`config.mk`:
```
export PLATFORM = sky130hd
export DESIGN_NAME = vram_arb
export DESIGN_NICKNAME = d
export VERILOG_FILES = /design/src/rtl/vram_arb.sv
export SDC_FILE = /design/constraint.sdc
export NUM_CORES = 1
export LEC_CHECK = 0
export CAP_MARGIN = 20
export CORE_MARGIN = 10
export CORE_UTILIZATION = 36
export CTS_CLUSTER_SIZE = 10
export DETAILED_ROUTE_END_ITERATION = 10
export GPL_TIMING_DRIVEN = 1
export PLACE_DENSITY = 0.86
export SKIP_LAST_GASP = 1
export SYNTH_ARGS = -nofsm -noshare
export SYNTH_HDL_FRONTEND = slang
export SYNTH_SLANG_ARGS = --single-unit
```
`constraint.sdc`:
```
create_clock -name clk25m -period 2.3 [get_ports clk25m]
set_input_delay 0.46 -clock clk25m [delete_from_list [all_inputs] [get_ports clk25m]]
set_output_delay 0.46 -clock clk25m [all_outputs]
set_load 0.01 [all_outputs]
```
`src/rtl/vram_arb.sv`:
```
// Video RAM arbiter: interleaves display fetches with two round-robin requesters on a
// single-port synchronous RAM. Define VRAM_ARB_BLANK_ONLY_EN to restrict requesters to blanking.
module vram_arb #(
  parameter int unsigned ADDR_W   = 14,
  parameter int unsigned DATA_W   = 8,
  parameter int unsigned H_ACTIVE = 640,
  parameter int unsigned V_ACTIVE = 480
) (
  input  logic              clk25m,
  input  logic              rst_n,
  input  logic [9:0]        hcnt,
  input  logic [9:0]        vcnt,
  input  logic [ADDR_W-1:0] disp_addr,
  output logic [DATA_W-1:0] disp_rdata,
  output logic              disp_rvalid,
  input  logic [1:0]        req,
  input  logic [1:0]        we,
  input  logic [ADDR_W-1:0] addr0,
  input  logic [ADDR_W-1:0] addr1,
  input  logic [DATA_W-1:0] wdata0,
  input  logic [DATA_W-1:0] wdata1,
  output logic [1:0]        gnt,
  output logic [1:0]        rvalid,
  output logic [DATA_W-1:0] rdata,
  output logic [ADDR_W-1:0] ram_addr,
  output logic              ram_we,
  output logic [DATA_W-1:0] ram_wdata,
  input  logic [DATA_W-1:0] ram_rdata
);

  typedef enum logic [1:0] {SlotNone, SlotDisp, SlotReq0, SlotReq1} slot_e;

  slot_e             slot_q, slot_d;
  logic              ptr_q, ptr_d;
  logic [ADDR_W-1:0] addr_q;
  logic [DATA_W-1:0] wdata_q;
  logic              active, disp_slot, req_slot;
  logic [1:0]        gnt_c;

  assign active    = (32'(hcnt) < H_ACTIVE) && (32'(vcnt) < V_ACTIVE);
  assign disp_slot = active && !hcnt[0];
`ifdef VRAM_ARB_BLANK_ONLY_EN
  assign req_slot  = !active;
`else
  assign req_slot  = !disp_slot;
`endif

  // ptr_q names the requester that wins a tie
  always_comb begin
    gnt_c = 2'b00;
    if (req_slot) begin
      unique case (req)
        2'b01:   gnt_c = 2'b01;
        2'b10:   gnt_c = 2'b10;
        2'b11:   gnt_c = ptr_q ? 2'b10 : 2'b01;
        default: gnt_c = 2'b00;
      endcase
    end
  end

  always_comb begin
    ram_addr  = addr_q;
    ram_we    = 1'b0;
    ram_wdata = wdata_q;
    gnt       = gnt_c;
    slot_d    = SlotNone;
    ptr_d     = ptr_q;
    if (disp_slot) begin
      ram_addr = disp_addr;
      slot_d   = SlotDisp;
    end else if (gnt_c[0]) begin
      ram_addr  = addr0;
      ram_we    = we[0];
      ram_wdata = wdata0;
      ptr_d     = 1'b1;
      slot_d    = we[0] ? SlotNone : SlotReq0;
    end else if (gnt_c[1]) begin
      ram_addr  = addr1;
      ram_we    = we[1];
      ram_wdata = wdata1;
      ptr_d     = 1'b0;
      slot_d    = we[1] ? SlotNone : SlotReq1;
    end
    // Outputs read as zero for the whole time reset is held, not just after an edge
    if (!rst_n) begin
      ram_addr  = '0;
      ram_we    = 1'b0;
      ram_wdata = '0;
      gnt       = 2'b00;
    end
  end

  always_ff @(posedge clk25m or negedge rst_n) begin
    if (!rst_n) begin
      slot_q  <= SlotNone;
      ptr_q   <= 1'b0;
      addr_q  <= '0;
      wdata_q <= '0;
    end else begin
      slot_q  <= slot_d;
      ptr_q   <= ptr_d;
      addr_q  <= ram_addr;
      wdata_q <= ram_wdata;
    end
  end

  assign disp_rvalid = (slot_q == SlotDisp);
  assign disp_rdata  = disp_rvalid ? ram_rdata : '0;
  assign rvalid      = {slot_q == SlotReq1, slot_q == SlotReq0};
  assign rdata       = (|rvalid) ? ram_rdata : '0;

endmodule
```
==> flow_summary.json, run 1 <==
{
  "die-height_um": 89.38,
  "vias_per_cell": 5.126,
  "drt_first_iter_violations": 90,
  "synthXorXnorAreaFrac": 0,
  "start_kind": "input port",
  "num-nets-final": 467,
  "internal_power_mw": 1.013,
  "setup_tns_ns": 0,
  "power_switching_mw": 0.4662,
  "layout_min_cycle_time_ns": 2.265,
  "tritoncts.num_buffers": 3,
  "clock_tree.buffer_depth": 2,
  "floorplan.die_area_sq_um": 7989,
  "setup_viol_count_final": 0,
  "timing_worst_slew_pin_value_ns": 0.2657,
  "timing.critical_path.to_type": "primary output",
  "global_route.overflow_total": 0,
  "post_synth_mux_area_share": 0.1097,
  "place_area_sq_um": 3127,
  "ios": 136,
  "setup.worst_path.start": "vcnt[8]",
  "syn-instance-count": 214,
  "post_route_cells_drive_above_1_share": 0.2326,
  "cts.htree.levels": 1,
  "min_period_over_period": 0.9846,
  "cts_tree": "yes",
  "postLayoutSetupSlackWorst_ns": 0.03533,
  "synth_compound_gate_area_share": 0.2477,
  "outcome": "completed",
  "grt_max_degree": 29,
  "layout.cell_area.non_filler_sq_um": 3430,
  "syn-num-nets": 306,
  "seq_power_share": 0.346,
  "yosys_register_bits": 25,
  "final-max-slew-violation-count": 0,
  "finalWeightedCongestion": 0.8125,
  "dpl_worst_slack_ns": -0.6001,
  "clkTransAtPathRegs_ns": 0.09,
  "worst_clock_skew_ns": 0.0009990,
  "p_sw_frac": 0.3152,
  "area_of_the_multi_input_gates_sq_um": 1022,
  "synth.cell_area_sq_um": 1733,
  "antenna_found_initial": 1,
  "first_global_vias": 2328,
  "dpl.cell_count": 394,
  "crit_arrival_ns": 1.80,
  "post_cts_hold_buffer_count": 0,
  "finalWirelength_mm": 7.716,
  "critical_setup_path_class": "in2out",
  "track_usage": 0.1926,
  "wl_per_cell_um": 17.99,
  "vias": 2199,
  "power.density_nw_per_um2": 431.3,
  "peakVddDrop_v": 0.0002894,
  "max_frequency_mhz": 441.6,
  "required_ns": 1.84,
  "yosys_warnings": 0,
  "timing.max_cap.violations": 0,
  "die_w_um": 89.38,
  "final_cell_count_no_fill": 429,
  "sequential_cell_area_sq_um": 625.6,
  "drt_pre_antenna_iters": 4,
  "finalHoldViolations": 0,
  "slew-limit-headroom": 0.8229,
  "clock-sinks": 25,
  "p_leak_nw": 1.589,
  "synth_area_leader_cell": "sky130_fd_sc_hd__dfrtp_1",
  "num_rows": 25,
  "hold_slack_ns": 0.1540,
  "min-delay-path-class": "in2async",
  "grt_pass1_wl_mm": 11.96,
  "start_util": 0.3693,
  "io_buffer_count": 124,
  "synth_area_per_inst_sq_um": 8.098,
  "synth-simple-area-share": 0.2137,
  "synth.top_cell.area_share": 0.3610,
  "dominant_combinational_cell_family_by_area_after_synthesis": "compound AO/OA/AOI/OAI gates",
  "antenna_left": 0,
  "p_comb_frac": 0.473,
  "synth_adder_area_share": 0,
  "cp_max_fo": 12,
  "clock_power_share": 0.181,
  "cell_variety_after_synth": 22,
  "num-fill-cells": 366,
  "place_hpwl_mm": 5.278,
  "layout-area-overhead-vs-synth_pct": 97.91,
  "core_region_area_sq_um": 4692,
  "synth.top_cells.by_area": "sky130_fd_sc_hd__dfrtp_1 36%, sky130_fd_sc_hd__mux2i_1 11%, sky130_fd_sc_hd__a31oi_1 6.9%",
  "synth.yosys.seq_area_share": 0.3610,
  "worstSkewPairLatency_ns": 0.27,
  "cts_root_buf": "sky130_fd_sc_hd__clkbuf_8",
  "detail_route.drc_violations": 0,
  "worst_r2r_startpoint": "ptr_q"
}
## repair_timing
item	in CTS	in global routing
setup endpoints to repair	25	21
setup buffers	26	0
gates resized for setup	124	7
cloned	5	0
pin swaps	9	5
endpoints found under the hold margin	0	0
## worst paths after layout
kind,slack (ns),cells after the start,to
worst min register to register,0.55,2,wdata_q[5]
min in group clk25m,0.55,2,wdata_q[5]
max in group asynchronous,2.00,2,addr_q[4]
worst max-delay path,0.04,7,ram_addr[2]
worst min-delay path,0.15,2,wdata_q[7]
worst max register to register,0.36,10,wdata_q[6]
## flip-flops by register name (all words and copies together) (netlist names)
name     count
wdata_q      8
ptr_q        1
addr_q      14
slot_q       2
## layout make-up
| type | count | area share |
|---|---|---|
| clock inverters | 1 | 0.001459 |
| multi-input cells | 170 | 0.2981 |
| diodes | 1 | 0.0007297 |
| clock buffers | 3 | 0.01204 |
| flip-flops and latches | 25 | 0.1824 |
| repair buffers | 175 | 0.4856 |
| well taps | 54 | 0.01970 |
## through the flow
step | utilization | power (mW)
floorplan | - | 0.7692
global placement | 0.6664 | 1.128
detailed placement | 0.6664 | 1.146
CTS | 0.7355 | 1.477
global route | 0.7309 | 1.557
finish | 0.7309 | 1.479
## synth_stat cells (all sizes together)
master and count:
buf 12, nand3 4, and2 19, o21ai 25, and3 1, clkbuf 7
mux2i 19, nand2 24, nand4 1, a31oi 19, or2b 2, a32oi 1
nand2b 3, a21boi 4, dfrtp 25, a21oi 21, a32o 3, nor2 22
nor2b 2
## critical path, cell delays in order
cell	delay [ns]
sky130_fd_sc_hd__dlygate4sd2_1	0.23
sky130_fd_sc_hd__nand4_1	0.15
sky130_fd_sc_hd__nand3_4	0.13
sky130_fd_sc_hd__buf_4	0.18
sky130_fd_sc_hd__bufbuf_16	0.28
sky130_fd_sc_hd__a31oi_1	0.21
sky130_fd_sc_hd__buf_2	0.17
## cell families (layout without fill, tap and decap cells)
kind of cell | Yosys count | in the layout
and+or+nand+nor | 78 | 78
muxes | 19 | 19
DFF | 25 | 25
other | 0 | 1
AOI/OAI and AO/OA | 73 | 73
buffers and inverters | 19 | 179
## metal layers
layer	part of all wire	GRT usage	vias to the layer above
li1	-	-	1083
met1	0.38	0.2033	1027
met2	0.54	0.3723	83
met3	0.065	0.03829	6
met4	0.010	0.05491	0
met5	0	0	-
## power groups by stage
stage	combinational (mW)	clock [mW]	sequential [mW]
after CTS	0.698	0.268	0.511
after floorplan	0.261	0	0.509
after detailed placement	0.627	0	0.519
after global placement	0.613	0	0.514
after global routing	0.755	0.285	0.518
final	0.700	0.267	0.512
## cell usage in the layout, fill, tap and decap left out, types with 2 or more instances in the layout
| cell type | instances |
|---|---|
| sky130_fd_sc_hd__mux2i_1 | 19 |
| sky130_fd_sc_hd__o21ai_0 | 12 |
| sky130_fd_sc_hd__buf_12 | 7 |
| sky130_fd_sc_hd__dfrtp_1 | 25 |
| sky130_fd_sc_hd__nand3_1 | 3 |
| sky130_fd_sc_hd__dlygate4sd2_1 | 8 |
| sky130_fd_sc_hd__clkbuf_2 | 2 |
| sky130_fd_sc_hd__clkdlybuf4s50_1 | 87 |
| sky130_fd_sc_hd__a31oi_1 | 18 |
| sky130_fd_sc_hd__or2b_1 | 2 |
| sky130_fd_sc_hd__buf_16 | 3 |
| sky130_fd_sc_hd__nor2b_1 | 2 |
| sky130_fd_sc_hd__and2_1 | 19 |
| sky130_fd_sc_hd__clkdlybuf4s15_1 | 4 |
| sky130_fd_sc_hd__o21ai_1 | 11 |
| sky130_fd_sc_hd__a21boi_0 | 2 |
| sky130_fd_sc_hd__o21ai_2 | 2 |
| sky130_fd_sc_hd__buf_4 | 39 |
| sky130_fd_sc_hd__clkbuf_8 | 3 |
| sky130_fd_sc_hd__nor2_1 | 21 |
| sky130_fd_sc_hd__buf_2 | 23 |
| sky130_fd_sc_hd__a21oi_1 | 21 |
| sky130_fd_sc_hd__nand2_1 | 24 |
| sky130_fd_sc_hd__a32o_1 | 3 |
| sky130_fd_sc_hd__nand2b_1 | 3 |
Note: power is estimated with default switching activity, not from simulation.
==> inputs of run 2 (changes only) <==
--- a/config.mk
+++ b/config.mk
@@ -7,11 +7,11 @@
 export LEC_CHECK = 0
 export CAP_MARGIN = 20
 export CORE_MARGIN = 10
-export CORE_UTILIZATION = 36
+export CORE_UTILIZATION = 35
 export CTS_CLUSTER_SIZE = 10
 export DETAILED_ROUTE_END_ITERATION = 10
 export GPL_TIMING_DRIVEN = 1
-export PLACE_DENSITY = 0.86
+export PLACE_DENSITY = 0.84
 export SKIP_LAST_GASP = 1
 export SYNTH_ARGS = -nofsm -noshare
 export SYNTH_HDL_FRONTEND = slang
==> run 2 against run 1 <==
  * The flow now finishes with violations (setup timing)
  * Clock skew is 0.0069 ns higher
  * First-iteration DRC count is 13% higher
  * Setup slack worse by 0.084 ns
  * Wire length is 1.9% lower
  * Sequential power hardly changed
  * Die area is 2.2% higher
  * Utilization is 0.99 points lower
  * Count of clock-buffer cells in the layout stayed put
  * Non-clock buffer count is 15 lower
  * Power is 0.45% lower
  * Critical endpoint is now ram_addr[5]
  * Largest cell class unchanged
==> flow_summary.json, run 2 (synthesis results as in run 1) <==
{
  "layout.cell_area.non_filler_sq_um": 3428,
  "critical_setup_path_class": "in2out",
  "top_register": "addr_q",
  "reg2reg_to": "wdata_q[0]",
  "crit_arrival_ns": 1.89,
  "required_ns": 1.84,
  "outcome": "finished, violations left",
  "cts_tree": "yes",
  "peakVddDrop_v": 0.0002778,
  "global_route.overflow_total": 0,
  "finalWirelength_mm": 7.571,
  "layout_commonest_cell": "sky130_fd_sc_hd__clkdlybuf4s50_1",
  "layout_min_cycle_time_ns": 2.349,
  "io_buffer_count": 124,
  "cts.htree.levels": 1,
  "drt_first_iter_violations": 102,
  "clock_tree.buffer_depth": 2,
  "clock-sinks": 25,
  "critical-path-slowest-cell": "sky130_fd_sc_hd__clkdlybuf4s50_1",
  "vias": 2164,
  "max_stage_delay_ns": 0.47,
  "die_w_um": 90.37,
  "core_region_area_sq_um": 4755,
  "biggestRegsByFlops": "addr_q x14, wdata_q x8, slot_q x2",
  "worst_r2r_startpoint": "ptr_q",
  "place_hpwl_mm": 5.453,
  "dpl.cell_count": 412,
  "buffer_and_inverter_count_on_the_worst_path": 3,
  "detail_route.drc_violations": 0,
  "grt_pass1_wl_mm": 11.06,
  "wl_per_cell_um": 17.77,
  "final_cell_count_no_fill": 426,
  "final-max-slew-violation-count": 0,
  "grt_max_degree": 28,
  "num-nets-final": 452,
  "min-delay-path-class": "in2async",
  "largest_register_ff_count": 14,
  "first_global_vias": 2203,
  "setup_tns_ns": -0.1289,
  "slew-limit-headroom": 0.7967,
  "worstSkewPairLatency_ns": 0.27,
  "track_usage": 0.1614,
  "start_kind": "input port",
  "die-height_um": 90.37,
  "timing.critical_path.to_type": "primary output",
  "p_leak_nw": 1.510,
  "setup_viol_count_final": 8,
  "final_util": 0.7211,
  "cpLargestDelayFamily": "buffers and inverters",
  "cp_max_fo": 20,
  "post_cts_hold_buffer_count": 0,
  "num-fill-cells": 395,
  "grt_setup_unrepaired": "true",
  "sequential_cell_area_sq_um": 625.6,
  "worst_clock_skew_ns": 0.007940,
  "violated_checks": "setup timing",
  "area_of_the_multi_input_gates_sq_um": 1172,
  "timing.max_cap.violations": 0,
  "most-common-layout-cells": "92 x sky130_fd_sc_hd__clkdlybuf4s50_1, 26 x sky130_fd_sc_hd__buf_4, 25 x sky130_fd_sc_hd__dfrtp_1",
  "r2r.worst_path.cells": 7,
  "ff2ff_setup_slack_ns": 0.73,
  "post_route_cells_drive_above_1_share": 0.2423,
  "vias_per_cell": 5.080,
  "num_rows": 25,
  "start_util": 0.3645,
  "finalHoldViolations": 0,
  "antenna_found_initial": 0,
  "place_area_sq_um": 3181,
  "cts_root_buf": "sky130_fd_sc_hd__clkbuf_8",
  "max_frequency_mhz": 425.8,
  "ios": 136,
  "min_period_over_period": 1.021,
  "antenna_left": 0,
  "insertedDiodeCount": 0,
  "tritoncts.num_buffers": 3,
  "hold_slack_ns": 0.1460,
  "power.density_nw_per_um2": 429.5,
  "floorplan.die_area_sq_um": 8166,
  "drt_pre_antenna_iters": 4,
  "path_cells": "clkdlybuf4s50_1 > nand4_1 > nand3_4 > buf_12 > o21ai_0 > a31oi_2 > buf_2",
  "timing_worst_slew_pin_value_ns": 0.3050,
  "finalWeightedCongestion": 0.8219,
  "clkTransAtPathRegs_ns": 0.10,
  "layout-area-overhead-vs-synth_pct": 97.83,
  "postLayoutSetupSlackWorst_ns": -0.04857
}
==> run 2: changes by cell type in the layout (fill, tap and decap cells not counted), sizes merged <==
| cell | change |
|---|---|
| buf | -14 |
| clkdlybuf4s50 | +5 |
| dlygate4sd2 | -5 |
| clkdlybuf4s15 | -4 |
| dlymetal6s2s | +4 |
| bufbuf | -1 |
| diode | -1 |
==> run 2: stage by stage <==
step / setup WS (ns) / power (mW)
final: -0.04857 / 1.473
after global routing: -0.1134 / 1.554
after CTS: -0.1307 / 1.431
after detailed placement: -0.5088 / 1.156
after global placement: -0.4606 / 1.141
after floorplan: 0.5562 / 0.7692
==> run 2: layout make-up <==
type                       count  share of cell area
clock buffer                   3             0.01204
multi-input combinational    170              0.3420
tap                           67             0.02445
clock inverter                 1            0.001460
timing repair buffer         160              0.4376
sequential                    25              0.1825
==> run 2: worst max path at each step <==
stage | start | to | slack [ns] | cells after the start
after floorplan | hcnt[7] | ram_addr[0] | 0.56 | 5
after global placement | req[1] | ram_wdata[1] | -0.46 | 7
after detailed placement | req[1] | ram_wdata[5] | -0.51 | 8
after CTS | hcnt[7] | ram_addr[12] | -0.13 | 7
after global routing | vcnt[5] | ram_addr[6] | -0.11 | 7
final | vcnt[5] | ram_addr[5] | -0.05 | 7
==> run 2: per-layer routing <==
metal  vias up  global-route usage  part of all wire
li1       1042                   -                 -
met1      1038              0.1676              0.38
met2        76              0.3148              0.55
met3         8             0.04239             0.056
met4         0             0.03183             0.012
met5         -                   0                 0
==> run 2: report_power, final <==
group | switching (mW) | internal, mW | leakage, nW
Clock | 0.148 | 0.121 | 0.0255
Sequential | 0.0258 | 0.485 | 0.322
Combinational | 0.304 | 0.389 | 1.16
==> run 2: what timing repair did <==
| item | in CTS | in global routing |
|---|---|---|
| pin swaps | 3 | 5 |
| hold endpoints to repair | 0 | 0 |
| setup buffers | 5 | 3 |
| gates cloned | 1 | 1 |
| setup endpoints to repair | 25 | 24 |
| resized for setup | 83 | 64 |
==> inputs of run 3 (changes only) <==
--- a/config.mk
+++ b/config.mk
@@ -6,12 +6,14 @@
 export NUM_CORES = 1
 export LEC_CHECK = 0
 export CAP_MARGIN = 20
+export CELL_PAD_IN_SITES_DETAIL_PLACEMENT = 2
+export CELL_PAD_IN_SITES_GLOBAL_PLACEMENT = 2
 export CORE_MARGIN = 10
-export CORE_UTILIZATION = 35
+export CORE_UTILIZATION = 18
 export CTS_CLUSTER_SIZE = 10
 export DETAILED_ROUTE_END_ITERATION = 10
 export GPL_TIMING_DRIVEN = 1
-export PLACE_DENSITY = 0.84
+export PLACE_DENSITY_LB_ADDON = 0.1
 export SKIP_LAST_GASP = 1
 export SYNTH_ARGS = -nofsm -noshare
 export SYNTH_HDL_FRONTEND = slang
==> run 3 against run 2 <==
  * Cell area up 4.7%
  * Combinational power up 5.1%
  * Highest routed layer unchanged
  * Largest cell class unchanged
  * Utilization down 34 points
  * Sequential power down 1%
  * Maximum frequency up 3.5%
  * The flow now finishes without violations
==> flow_summary.json, run 3 (synthesis results as in run 1) <==
{
  "outcome": "completed",
  "p_sw_frac": 0.3268,
  "peakVddDrop_v": 0.0002118,
  "antenna_left": 0,
  "report.power.total_mw": 1.519,
  "timing.critical_path.to_type": "primary output",
  "largest_register_ff_count": 14,
  "wl_per_cell_um": 18.15,
  "place_area_sq_um": 3296,
  "final_util": 0.3847,
  "timing.max_cap.violations": 0,
  "clkTransAtPathRegs_ns": 0.10,
  "start_kind": "input port",
  "finalWirelength_mm": 9.058,
  "cpLargestDelayFamily": "buffers and inverters",
  "power.density_nw_per_um2": 423.4,
  "place_hpwl_mm": 6.965,
  "slew-limit-headroom": 0.7467,
  "num-nets-final": 463,
  "met1_usage": 0.1564,
  "worst_clock_skew_ns": 0.001591,
  "drt_pre_antenna_iters": 3,
  "layout-area-overhead-vs-synth_pct": 107.1,
  "critical-path-slowest-cell": "sky130_fd_sc_hd__clkdlybuf4s15_2",
  "hold_slack_ns": 0.1395,
  "timing_worst_slew_pin_value_ns": 0.3760,
  "layout.cell_area.non_filler_sq_um": 3588,
  "required_ns": 1.84,
  "track_usage": 0.1276,
  "clock-sinks": 25,
  "drt_first_iter_violations": 63,
  "vias_per_cell": 4.387,
  "worstSkewPairLatency_ns": 0.28,
  "path_cells": "dlygate4sd2_1 > o21ai_2 > nand3_4 > buf_12 > buf_16 > a31oi_1 > clkdlybuf4s15_2",
  "start_util": 0.1858,
  "max_stage_delay_ns": 0.27,
  "grt_max_degree": 31,
  "critical_setup_path_class": "in2out",
  "setup_tns_ns": 0,
  "io_buffer_count": 124,
  "crit_arrival_ns": 1.81,
  "tritoncts.num_buffers": 3,
  "gr-usage-met3": 0.03022,
  "die-height_um": 118.1,
  "cp_max_fo": 5,
  "cts_root_buf": "sky130_fd_sc_hd__clkbuf_8",
  "max_frequency_mhz": 440.8,
  "clock_power_share": 0.188,
  "gr-max-usage-layer": "met2",
  "grtUsageMet2": 0.2211,
  "insertedDiodeCount": 0,
  "min_period_over_period": 0.9863,
  "setup_viol_count_final": 0,
  "p_leak_nw": 1.554,
  "grt_setup_unrepaired": "true",
  "global_route.overflow_total": 0,
  "buffer_and_inverter_count_on_the_worst_path": 4,
  "finalWeightedCongestion": 0.6990,
  "seq_power_share": 0.333,
  "ios": 136,
  "cts_tree": "yes",
  "clock_tree.buffer_depth": 2,
  "post_route_cells_drive_above_1_share": 0.2432,
  "most-common-layout-cells": "87 x sky130_fd_sc_hd__clkdlybuf4s50_1, 35 x sky130_fd_sc_hd__buf_4, 24 x sky130_fd_sc_hd__dfrtp_1",
  "num_rows": 35,
  "top_register": "addr_q",
  "vias": 2189,
  "worst_r2r_startpoint": "ptr_q",
  "detail_route.drc_violations": 0,
  "final-max-slew-violation-count": 0,
  "grt_pass1_wl_mm": 14.63,
  "antenna_found_initial": 0,
  "floorplan.die_area_sq_um": 13950,
  "setup.worst_path.start": "hcnt[8]",
  "internal_power_mw": 1.023,
  "p_comb_frac": 0.479,
  "layout_commonest_cell": "sky130_fd_sc_hd__clkdlybuf4s50_1",
  "min-delay-path-class": "in2async",
  "first_global_vias": 2514,
  "die_w_um": 118.1,
  "biggestRegsByFlops": "addr_q x14, wdata_q x8, slot_q x2",
  "core_region_area_sq_um": 9328,
  "cts.htree.levels": 1,
  "num-fill-cells": 1044,
  "finalHoldViolations": 0,
  "power_switching_mw": 0.4965,
  "layout_min_cycle_time_ns": 2.268
}
==> run 3: cell types whose count changed in the layout (fill, tap and decap cells not counted), moves of 5 or more <==
cell                              before  now
sky130_fd_sc_hd__a31oi_1               3   10
sky130_fd_sc_hd__buf_2                20   12
sky130_fd_sc_hd__buf_4                26   35
sky130_fd_sc_hd__clkdlybuf4s15_2       0    7
sky130_fd_sc_hd__clkdlybuf4s50_1      92   87
sky130_fd_sc_hd__dlygate4sd2_1         3   14
==> run 3: stage by stage <==
| step | setup slack (ns) | std cells |
|---|---|---|
| floorplan | 0.5562 | 214 |
| CTS | -0.08476 | 495 |
| global route | -0.06702 | 499 |
| detailed placement | -0.5274 | 479 |
| finish | 0.03160 | 499 |
| global placement | -0.4919 | 479 |
==> run 3: cell type report <==
class                           instances  area [sq um]  area share
Timing Repair Buffer                  171          1658      0.4620
Tap cell                              129         161.4     0.04498
Clock inverter                          1         5.005    0.001395
Multi-Input combinational cell        170          1096      0.3054
Sequential cell                        25         626.9      0.1747
Clock buffer                            3         41.29     0.01151
==> run 3: path summary, 6_finish.rpt <==
kind	cells past startpoint	end	slack [ns]
max in group asynchronous	2	slot_q[1]	1.99
worst min-delay path	2	addr_q[8]	0.14
worst min register to register	2	wdata_q[4]	0.56
min in group clk25m	2	wdata_q[4]	0.56
worst max register to register	7	wdata_q[6]	0.71
worst max-delay path	7	ram_addr[13]	0.03
==> run 3: timing repair <==
item,4_1_cts,5_1_grt
endpoints found under the setup margin,25,29
resized for setup,92,28
pin swaps,4,5
hold buffers,0,0
gates cloned,3,0
buffers inserted,9,4
==> run 3: metal layers <==
metal	routed length [um]	share of wire	up-vias
met4	76	0.0084	0
met1	3956	0.44	1050
met5	0	0	-
met3	504	0.056	4
met2	4520	0.50	69
li1	-	-	1066
==> run 3: power groups by stage <==
stage	clock (mW)	sequential (mW)	combinational, mW
final	0.286	0.506	0.728
after global routing	0.321	0.513	0.801
after CTS	0.307	0.511	0.728
after detailed placement	0	0.520	0.677
after global placement	0	0.516	0.666
after floorplan	0	0.509	0.261
